`src/rtl/textcon_pkg.sv`:
```
`default_nettype none
// ============================================================================
// Module      : textcon_pkg
// Description : Shared types, control-code constants and register packing
//               helper for the textcon console front end.
// Revision    : 1.0 - initial release
// ============================================================================
package textcon_pkg;

    typedef enum logic [1:0] {
        IDLE       = 2'd0,
        CLR_LINE   = 2'd1,
        CLR_SCREEN = 2'd2
    } state_t;

    localparam logic [7:0] CC_BS  = 8'h08;
    localparam logic [7:0] CC_LF  = 8'h0A;
    localparam logic [7:0] CC_FF  = 8'h0C;
    localparam logic [7:0] CC_CR  = 8'h0D;
    localparam logic [6:0] CH_BAD = 7'h3F;

    // Display write register layout: [20:16] x, [12:8] y, [6:0] char.
    function automatic logic [31:0] pack_char(input logic [4:0] x,
                                              input logic [4:0] y,
                                              input logic [6:0] ch);
        return {11'b0, x, 3'b0, y, 1'b0, ch};
    endfunction

endpackage
`default_nettype wire

```
`src/rtl/textcon_clear.sv`:
```
`default_nettype none
// ============================================================================
// Module      : textcon_clear
// Description : Column/row sweep counter used to blank one line or the whole
//               screen, one position per cycle.
// Revision    : 1.0 - initial release
// ============================================================================
module textcon_clear
    import textcon_pkg::*;
#(
    parameter int COLS           = 32,
    parameter int ROWS           = 28,
    parameter bit START_ON_RESET = 1'b1
) (
    input  logic       clk,
    input  logic       rst,
    input  logic       start_line,
    input  logic       start_screen,
    input  logic [4:0] row,
    output logic [4:0] x,
    output logic [4:0] y,
    output logic       active,
    output logic       done
);

    localparam logic [4:0] LAST_COL = 5'(COLS - 1);
    localparam logic [4:0] LAST_ROW = 5'(ROWS - 1);

    logic screen;

    // done pulses the cycle after the final position was presented.
    always_ff @(posedge clk) begin
        if (rst) begin
            x      <= 5'd0;
            y      <= 5'd0;
            active <= START_ON_RESET;
            screen <= 1'b1;
            done   <= 1'b0;
        end else begin
            done <= 1'b0;
            if (start_screen) begin
                x      <= 5'd0;
                y      <= 5'd0;
                active <= 1'b1;
                screen <= 1'b1;
            end else if (start_line) begin
                x      <= 5'd0;
                y      <= row;
                active <= 1'b1;
                screen <= 1'b0;
            end else if (active) begin
                if (x == LAST_COL) begin
                    x <= 5'd0;
                    if (!screen || y == LAST_ROW) begin
                        active <= 1'b0;
                        done   <= 1'b1;
                    end else begin
                        y <= y + 5'd1;
                    end
                end else begin
                    x <= x + 5'd1;
                end
            end
        end
    end

endmodule
`default_nettype wire

```
`src/rtl/textcon.sv`:
```
`default_nettype none
// ============================================================================
// Module      : textcon
// Description : Character-stream console front end: byte handshake, cursor
//               tracking, control-code decode and display write generation.
// Revision    : 1.0 - initial release
// ============================================================================
module textcon
    import textcon_pkg::*;
#(
    parameter int         COLS           = 32,
    parameter int         ROWS           = 28,
    parameter logic [7:0] BLANK          = 8'h20,
    parameter int         CLEAR_ON_RESET = 1
) (
    input  logic        wclk,
    input  logic        reset,
    input  logic        in_valid,
    input  logic [7:0]  in_data,
    output logic        in_ready,
    output logic [3:0]  char_we,
    output logic [31:0] char_di,
    output logic [4:0]  cur_x,
    output logic [4:0]  cur_y,
    output logic        busy
);

    localparam logic [4:0] LAST_COL = 5'(COLS - 1);
    localparam logic [4:0] LAST_ROW = 5'(ROWS - 1);

    state_t      state;
    state_t      state_nx;
    logic [4:0]  x_nx;
    logic [4:0]  y_nx;
    logic [3:0]  we_nx;
    logic [31:0] di_nx;
    logic [4:0]  next_row;
    logic        printable;
    logic        start_line;
    logic        start_screen;
    logic [4:0]  clr_x;
    logic [4:0]  clr_y;
    logic        clr_active;
    logic        clr_done;

    assign in_ready  = (state == IDLE);
    assign busy      = (state != IDLE);
    assign next_row  = (cur_y == LAST_ROW) ? 5'd0 : cur_y + 5'd1;
    // 0x7F falls outside both printable ranges and is simply consumed.
    assign printable = in_data[7] || (in_data >= 8'h20 && in_data <= 8'h7E);

    textcon_clear #(
        .COLS           (COLS),
        .ROWS           (ROWS),
        .START_ON_RESET (CLEAR_ON_RESET != 0)
    ) u_clear (
        .clk          (wclk),
        .rst          (reset),
        .start_line   (start_line),
        .start_screen (start_screen),
        .row          (next_row),
        .x            (clr_x),
        .y            (clr_y),
        .active       (clr_active),
        .done         (clr_done)
    );

    always_comb begin
        state_nx     = state;
        x_nx         = cur_x;
        y_nx         = cur_y;
        we_nx        = 4'b0000;
        di_nx        = char_di;
        start_line   = 1'b0;
        start_screen = 1'b0;
        case (state)
            IDLE: begin
                if (in_valid) begin
                    if (in_data == CC_CR) begin
                        x_nx = 5'd0;
                    end else if (in_data == CC_LF) begin
                        x_nx       = 5'd0;
                        y_nx       = next_row;
                        start_line = 1'b1;
                        state_nx   = CLR_LINE;
                    end else if (in_data == CC_BS) begin
                        if (cur_x != 5'd0) begin
                            x_nx  = cur_x - 5'd1;
                            we_nx = 4'b1111;
                            di_nx = pack_char(cur_x - 5'd1, cur_y, BLANK[6:0]);
                        end
                    end else if (in_data == CC_FF) begin
                        start_screen = 1'b1;
                        state_nx     = CLR_SCREEN;
                    end else if (printable) begin
                        we_nx = 4'b1111;
                        di_nx = pack_char(cur_x, cur_y,
                                          in_data[7] ? CH_BAD : in_data[6:0]);
                        if (cur_x == LAST_COL) begin
                            x_nx       = 5'd0;
                            y_nx       = next_row;
                            start_line = 1'b1;
                            state_nx   = CLR_LINE;
                        end else begin
                            x_nx = cur_x + 5'd1;
                        end
                    end
                end
            end
            CLR_LINE, CLR_SCREEN: begin
                if (clr_active) begin
                    we_nx = 4'b1111;
                    di_nx = pack_char(clr_x, clr_y, BLANK[6:0]);
                end
                if (clr_done) begin
                    state_nx = IDLE;
                    if (state == CLR_SCREEN) begin
                        x_nx = 5'd0;
                        y_nx = 5'd0;
                    end
                end
            end
            default: state_nx = IDLE;
        endcase
    end

    always_ff @(posedge wclk) begin
        if (reset) begin
            if (CLEAR_ON_RESET != 0) begin
                state <= CLR_SCREEN;
            end else begin
                state <= IDLE;
            end
            cur_x   <= 5'd0;
            cur_y   <= 5'd0;
            char_we <= 4'b0000;
            char_di <= 32'd0;
        end else begin
            state   <= state_nx;
            cur_x   <= x_nx;
            cur_y   <= y_nx;
            char_we <= we_nx;
            char_di <= di_nx;
        end
    end

endmodule
`default_nettype wire

```
`config.mk`:
```
export PLATFORM = sky130hd
export DESIGN_NAME = textcon
export DESIGN_NICKNAME = d
export VERILOG_FILES = /design/src/rtl/textcon_pkg.sv /design/src/rtl/textcon_clear.sv /design/src/rtl/textcon.sv
export SDC_FILE = /design/constraint.sdc
export NUM_CORES = 1
export LEC_CHECK = 0
export CORE_ASPECT_RATIO = 1.5
export CORE_MARGIN = 10
export CORE_UTILIZATION = 43
export CTS_CLUSTER_DIAMETER = 40
export CTS_CLUSTER_SIZE = 28
export DETAILED_ROUTE_END_ITERATION = 16
export DONT_BUFFER_PORTS = 1
export GPL_TIMING_DRIVEN = 0
export PLACE_DENSITY = 0.68
export SLEW_MARGIN = 30
export SYNTH_ARGS = -nofsm -noshare
export SYNTH_HDL_FRONTEND = slang
export SYNTH_SLANG_ARGS = --single-unit
```
`constraint.sdc`:
```
create_clock -name wclk -period 2.5 [get_ports wclk]
set_input_delay 0.75 -clock wclk [delete_from_list [all_inputs] [get_ports wclk]]
set_output_delay 0.75 -clock wclk [all_outputs]
set_load 0.01 [all_outputs]
```
# == Yosys cells after proc, flatten, opt, wreduce, memory -nomap -nowiden ==
# Index checks and enable logic that the tools add are counted.
# word_totals
regBits,61
elab_cells,138
input_bits,11
output_inout_bits,48
# classes
n_addsub,5
n_reduce_logical,19
magnitude_cmp,2
n_bitwise,2
n_eq_ne,29
mux,71
# op_table
op,count
$mux 32,8
$mux 5,23
$pmux 32 s2,1
$eq 8x4->1 const B,4
$mux 4,8
$add 5x1->5 const B,4
$eq 5x5->1 const B,4
$pmux 5 s2,2
$mux 1,18
$mux 2,8
$ne 2x2->1 const B,5
$ne 3x1->1 const B,3
$ne 3x3->1 const B,3
$reduce_and 9->1,1
$ge 8x6->1 const B,1
$le 8x7->1 const B,1
$ne 4x1->1 const B,2
$pmux 4 s2,1
$reduce_and 8->1,1
$reduce_bool 2->1,4
$mux 7,1
$reduce_and 7->1,1
$reduce_and 6->1,1
$ne 5x1->1 const B,1
18 further kinds,22

# == Depth between registers and ports, before layout ==
# Gate-level depths: netlist of run 1.
# depth
depth_word,12
mapped_depth,9
depth_no_buf,9

# == By module ==
# Synthesis of run 1 repeated with hierarchy kept, for this count alone.
# hier_totals
cells_unflattened,342
area_unflattened_um2,2912.8
# modules_own_cells
module,n_inst,seq_area_each_um2,area_each_um2,cells_each
textcon,1,600.6,2265.9,271
textcon_clear,1,260.2,646.9,71

# == Worst setup path after synthesis of run 1 ==
# No wires, ideal clock.
# synth_timing
path_kind,input port to flip-flop
startpoint,input port in_data[7]
endpoint,register char_di[16]
arrival_ps,2420
setup_ps,134
required_time_ps,2366
setup_slack_ps,-54
path_stages,8
n_path_buf,3
cell_sequence,buf_6 -> or3_1 -> buf_2 -> or3_4 -> o221ai_4 -> and2_4 -> buf_12 -> o41ai_4
# synth_between
elab_chain_len,6
word_cells_on_any_way,19
cone_classes,order compare: 2; eq/ne: 9; mux: 5; reduce/logical: 3
# synth_lines
element,line,source
"start, declared",textcon.sv:19,"input logic [7:0] in_data,"
"parallel branches: the longest is 6 deep, another holds $ge 8x6->1",n/a,
"end signal, assigned",textcon.sv:143,char_di <= di_nx;
"end, declared",textcon.sv:22,"output logic [31:0] char_di,"
# Parallel ways; which one is timed is not known. The select of a mux whose other input is x is not followed.
# A chain may end at the register's enable or synchronous reset.

# == Worst setup path in the final report of run 1 ==
# layout_timing
startpoint,register cur_x[0]
endpoint,register char_di[16]
# layout_between
elab_chain_len,7
word_cells_on_any_way,12
cone_classes,add/sub: 1; eq/ne: 1; mux: 8; reduce/logical: 2
# layout_lines
element,line,source
"start, declared",textcon.sv:23,"output logic [4:0] cur_x,"
"start signal, assigned",textcon.sv:140,cur_x <= x_nx;
$sub 5x1->5 / $mux 32 (equally long branches),"textcon.sv:90, textcon.sv:95",
"$mux 32, on equally long branches","textcon.sv:87, textcon.sv:92",
$mux 32,textcon.sv:86,end else if (in_data == CC_BS) begin
$mux 32,textcon.sv:81,end else if (in_data == CC_LF) begin
$mux 32,textcon.sv:79,if (in_data == CC_CR) begin
$mux 32,textcon.sv:78,if (in_valid) begin
$pmux 32 s2,textcon.sv:76,case (state)
# Several ways; a longest one is shown, not always the timed one. The select of a mux whose other input is x is not followed.

==> results.json, run 1 <==
{
  "detail_route.wl_per_cell_um": 17.3,
  "place_hpwl_mm": 5.80,
  "syn_area_per_cell_sq_um": 9.02,
  "seq_area_frac_synth_pct": 28.5,
  "hold_path_class": "reg2reg",
  "vias": 2459,
  "use_met2_pct": 24.9,
  "chipWidth_um": 88.4,
  "rsz0062_at_grt": "false",
  "busiest_layer": "met2",
  "via_per_inst": 5.65,
  "synth-seq-cells": 43,
  "synth-main-ff-cell": "dfxtp_1",
  "overflow": 0,
  "synth_cell_type_count": 71,
  "dieArea_sq_mm": 0.0108,
  "fin_crit_ps": 2360,
  "fin_skew_ps": 22.9,
  "yosysWarningCount": 0,
  "power_uw": 1490,
  "async_flop_share_pct": 0,
  "power_switching_uw": 461,
  "first_global_vias": 2368,
  "grt_use_met3_pct": 3.38,
  "finalCritPeriodShare_pct": 94.2,
  "clock_sinks": 43,
  "io_pins": 59,
  "max-cap-violations": 0,
  "powerDensity_mw_per_mm2": 452,
  "hold_viol": 0,
  "pre_cts_ws_ps": -160,
  "cp.arrival_ps": 2570,
  "core_sq_mm": 0.00685,
  "criticalPathCategory": "reg2reg",
  "synth_top_area_share_pct": 28.5,
  "path_clk_slew_ps": 100,
  "first_pass_iters": 4,
  "cts_setup_buffers": 0,
  "setup_viol": 0,
  "synth_edf_count": 0,
  "synthCells": 335,
  "synth_most_common_cell": "dfxtp_1",
  "antenna_cells": 0,
  "slew_violations": 0,
  "portBuffers": 0,
  "htreeDepth": 2,
  "cts_made_buffers": 5,
  "start_kind": "register",
  "detail-route-antenna-nets": 0,
  "row_count": 37,
  "critPathMaxFanout": 10,
  "cts-root-buf": "clkbuf_8",
  "yosys-top-cells-count": "dfxtp_1 (43), nor2_1 (23), buf_4 (20)",
  "clk_latency_ps": 310,
  "cts_tree": "yes",
  "p_leak_uw": 0.00136,
  "place.gp.congestion": 0.847,
  "whs_ps": 509,
  "grt_use_met1_pct": 14.7,
  "synth_area_leaders": "dfxtp_1 (29%), buf_4 (5.0%), ha_1 (5.0%)",
  "drive_gt1_share_pct": 22.4,
  "cts.path.max_buffers": 2,
  "drt-total-wl_mm": 7.52,
  "grt_usage_pct": 13.7,
  "synth_area_sq_mm": 0.00302,
  "synth_area_leader_cell": "dfxtp_1",
  "pwr-share-comb_pct": 17.6,
  "maxSlewHeadroom_pct": 57.2,
  "drc": 0,
  "setup_ws_ps": 145,
  "end_kind": "register",
  "sw_frac_of_total_pct": 31.0,
  "intPower_uw": 1020,
  "antenna_found_initial": 0,
  "grt_pass1_wl_mm": 12.0,
  "seq_power_share_pct": 49.8,
  "peakVddDrop_mv": 0.226,
  "initial_core_util_pct": 44.1,
  "fmaxAchievable_mhz": 425,
  "syn_to_final_growth_pct": 8.78,
  "fp.dieH_um": 123,
  "drt_iter0_drc": 138,
  "worst-slew-pin-transition_ps": 642,
  "crit_required_ps": 2720,
  "nets": 379,
  "grt_max_degree": 17,
  "outcome": "finished, final reports clean",
  "p_clk_share_pct": 32.6
}
-- sequential cells by signal, summed over array words and instances (netlist names) --
| name | cells |
|---|---|
| u_clear.y | 5 |
| cur_y | 5 |
| u_clear.screen | 1 |
| char_we | 1 |
| u_clear.active | 1 |
| cur_x | 5 |
| char_di | 17 |
| state | 2 |
| u_clear.x | 5 |
| u_clear.done | 1 |
-- layer usage --
layer	vias up	share of wire (%)
met5	-	0
met4	0	1.8
met3	14	6.1
met2	60	53
met1	1146	39
li1	1239	-
-- layout make-up --
cell class	count	area, sq um
inverter	18	67.6
multi-input combinational	249	1880
sequential	43	862
clock inverter	3	26.3
buffer	39	279
tap	78	97.6
clock buffer	5	68.8
fill	684	3570
-- worst max-delay path, cell delays in order (launching register included) --
cell	delay (ps)
dfxtp_1	500
inv_1	210
ha_1	250
nor4b_2	180
a21oi_1	310
o221ai_4	240
and2_4	230
buf_12	140
o41ai_4	190
-- power by group through the flow --
stage / logic (uW) / registers [uW] / clock network, uW
after detailed placement: 258 / 757 / 0
after CTS: 259 / 741 / 503
after floorplan: 214 / 748 / 0
after global routing: 286 / 744 / 532
after global placement: 256 / 755 / 0
final: 261 / 740 / 484
-- kinds of logic (layout without fill, tap and decap cells) --
| logic type | count (synthesis) | count (layout) | share of synthesized area, % |
|---|---|---|---|
| and+or+nand+nor | 110 | 110 | 23.5 |
| xor gates and xnor gates | 10 | 10 | 2.90 |
| AOI/OAI and AO/OA | 86 | 86 | 23.6 |
| adders and majority gates | 12 | 12 | 4.97 |
| buffers and inverters | 57 | 65 | 11.1 |
| muxes | 16 | 16 | 5.39 |
| other | 1 | 15 | 0.124 |
| DFF | 43 | 43 | 28.5 |
-- final timing paths --
check                 startpoint              to  slack, ps  depth (start not counted)
setup reg to reg        cur_x[0]     char_di[16]        140                          8
hold / removal    u_clear.screen  u_clear.screen        510                          2
hold reg to reg   u_clear.screen  u_clear.screen        510                          2
setup / recovery        cur_x[0]     char_di[16]        140                          8
-- cells in the final DEF (no fill, tap or decap), types with 6 or more instances in the layout --
cell and count:
clkbuf_1 8, nand2_1 15, nand4_1 9, inv_1 18, conb_1 15, a21oi_1 16, o21ai_2 8, a211oi_2 8
nand2b_1 8, o21ai_0 12, a211oi_1 6, nand4b_1 11, xnor2_1 8, buf_4 20, mux2i_1 14, nor2_1 23
ha_1 12, dfxtp_1 42
-- timing repair --
item | CTS | global route
setup endpoints to repair | 11 | 10
hold buffers | 0 | 0
endpoints found under the hold margin | 0 | 0
pin swaps | 0 | 0
resized for setup | 1 | 5
-- stage by stage --
| stage | util, % | cells | TNS (ps) | area (sq um) |
|---|---|---|---|---|
| after CTS | 47.9 | 435 | 0 | 3280 |
| after floorplan | - | 349 | 0 | 3080 |
| after global routing | 48.0 | 435 | 0 | 3290 |
| final | 48.0 | 435 | 0 | 3290 |
| after detailed placement | 46.4 | 427 | -1470 | 3180 |
| after global placement | 46.4 | 427 | -866 | 3180 |
No activity file was read; power rests on OpenSTA's default activity.
==> inputs of run 2 (changes only) <==
Settings changed: ABC_AREA from default to 1, PLACE_DENSITY 0.68 to 0.66.
Clock period 2.5 ns to 3 ns, I/O delays scaled along.
==> run 2 against run 1 <==
Against the previous run:
- worst hold slack worse by 53 ps
- utilization up 0.20 points
- combinational power rose to 3.9 times the previous value
- wire length up 3.7%
- global-route usage up 0.74 points
- setup slack better by 570 ps
- count of clock-buffer cells in the layout up 2
- maximum frequency up 3.1%
- sequential cell count unchanged
- final cell count up 31%
==> results.json, run 2 <==
{
  "outcome": "finished, final reports clean",
  "hp-start": "u_clear.screen",
  "synth_area_leaders": "dfxtp_1 (28%), nand2_1 (14%), nor2_1 (11%)",
  "antenna_cells": 0,
  "dp.cells": 562,
  "synth_area_sq_mm": 0.00307,
  "critPathMaxFanout": 10,
  "row_count": 37,
  "synth_most_common_cell": "nand2_1",
  "cts_setup_buffers": 0,
  "htreeDepth": 2,
  "min_delay_path_depth": 2,
  "vias": 2843,
  "place_hpwl_mm": 6.29,
  "cts_hold_buf": 0,
  "crit_chain": "inv_1 > ha_1 > clkbuf_1 > buf_1 > o21ai_0 > nor2_1 > nor2_1",
  "seq_area_frac_synth_pct": 28.1,
  "reg2reg_depth": 7,
  "rsz0062_at_grt": "false",
  "syn_to_final_growth_pct": 8.28,
  "dieArea_sq_mm": 0.0110,
  "yosys-top-cells-count": "nand2_1 (111), nor2_1 (87), dfxtp_1 (43), inv_1 (43), nand3_1 (30)",
  "detail_route.wl_per_cell_um": 13.7,
  "fin_crit_ps": 2280,
  "cp_common_cell": "nor2_1",
  "p_leak_uw": 0.00164,
  "cts-root-buf": "clkbuf_8",
  "synth_cell_type_count": 39,
  "hold_viol": 0,
  "regMostFlops": "char_di",
  "post-route-util_pct": 48.2,
  "multi_input_area_sq_mm": 0.00179,
  "path_clk_slew_ps": 80,
  "end_kind": "register",
  "fin_skew_ps": 6.52,
  "hold_path_class": "reg2reg",
  "yosysWarningCount": 0,
  "synth-seq-cells": 43,
  "maxSlewHeadroom_pct": 63.2,
  "holdPathEnd": "u_clear.screen",
  "stdcell_count": 570,
  "first_global_vias": 2578,
  "criticalPathCategory": "reg2reg",
  "whs_ps": 456,
  "chipWidth_um": 89.0,
  "syn_area_per_cell_sq_um": 6.53,
  "grt_pass1_wl_mm": 12.3,
  "cts_made_buffers": 5,
  "mostFrequentLayoutCells": "nand2_1 (111), nor2_1 (87), inv_1 (43), dfxtp_1 (43), nand3_1 (30)",
  "max-cap-violations": 0,
  "io_pins": 59,
  "largest_reg_flops": 17,
  "fillers": 732,
  "synthCells": 470,
  "slew_violations": 0,
  "synth-main-ff-cell": "dfxtp_1",
  "initial_core_util_pct": 44.5,
  "synth_top_area_share_pct": 28.1,
  "grt_max_degree": 14,
  "peakVddDrop_mv": 0.215,
  "first_pass_iters": 5,
  "drc": 0,
  "slowest_stage": "clkbuf_1",
  "antenna_found_initial": 0,
  "worst-slew-pin-transition_ps": 553,
  "via_per_inst": 4.99,
  "fin_tns_setup_ps": 0,
  "drive_gt1_share_pct": 16.1,
  "cp.arrival_ps": 2490,
  "setup_viol": 0,
  "cts.path.max_buffers": 2,
  "rrSetupSlack_ps": 720,
  "slowest_delay_ps": 460,
  "clk_latency_ps": 310,
  "detail-route-antenna-nets": 0,
  "r2r_end": "char_di[10]",
  "portBuffers": 0,
  "cts_tree": "yes",
  "start_kind": "register",
  "drt_iter0_drc": 186,
  "reg2reg_from": "state[0]",
  "clock_sinks": 43,
  "finalCritPeriodShare_pct": 76.1,
  "nets": 514,
  "fmaxAchievable_mhz": 438,
  "place.gp.congestion": 0.922,
  "synth_edf_count": 0,
  "final_common_cell": "nand2_1",
  "synth_area_leader_cell": "dfxtp_1",
  "crit_required_ps": 3210,
  "powerDensity_mw_per_mm2": 701,
  "async_flop_share_pct": 0,
  "grt_usage_pct": 14.4,
  "core_sq_mm": 0.00690,
  "cts_resized": 0,
  "drt-total-wl_mm": 7.80,
  "power_uw": 2330,
  "overflow": 0,
  "fp.dieH_um": 123,
  "seq_area_sq_um": 861
}
-- run 2: layout make-up --
class / instances / area share [%]
Inverter: 50 / 5.88
Multi-Input combinational cell: 359 / 54.0
Sequential cell: 43 / 25.9
Clock buffer: 7 / 2.90
Tap cell: 78 / 2.94
Buffer: 32 / 8.17
Clock inverter: 1 / 0.226
-- run 2: routing by layer --
metal	GRT usage [%]	vias up	wire length, um
met4	8.98	0	314
met5	0	-	0
met3	4.34	24	598
met2	25.7	83	3940
met1	14.1	1257	2950
li1	-	1479	-
-- run 2: worst max path at each step --
stage / start / endpoint / slack (ps) / depth (start not counted)
2_1_floorplan: in_data[5] / char_di[10] / 970 / 10
3_3_place_gp: state[1] / char_di[10] / 740 / 7
3_5_place_dp: state[0] / char_di[10] / 720 / 7
4_1_cts: state[0] / char_di[10] / 690 / 7
5_1_grt: state[0] / char_di[10] / 520 / 7
6_report: state[0] / char_di[10] / 720 / 7
-- run 2: logic make-up after synthesis --
family                   after synthesis  synth area share [%]
other                                  1                 0.122
XOR/XNOR                              10                  2.85
AND/OR/NAND/NOR                      278                  41.2
AO/OA/AOI/OAI                         44                  7.67
flip-flops                            43                  28.1
buffers and inverters                 82                  15.2
adder cells (fa/ha/maj)               12                  4.89
-- run 2: worst max-delay path, delay by kind of cell, from the launching register on --
family	cells	cell delay, ps
flops	1	390
buf+inv	3	990
simple gates	2	230
compound gates	1	200
fa+ha+maj	1	370
-- run 2: where the power goes --
group / internal, uW / leakage, uW / switching (uW)
Sequential: 705 / 0.000352 / 186
Clock: 210 / 0.0000505 / 215
Combinational: 372 / 0.00124 / 639
Total: 1290 / 0.00164 / 1040
-- run 2: metrics by stage --
stage | area, sq um | setup WS [ps]
6_report | 3320 | 716
5_1_grt | 3320 | 521
4_1_cts | 3320 | 694
3_5_place_dp | 3220 | 720
3_3_place_gp | 3220 | 742
2_1_floorplan | 3120 | 968
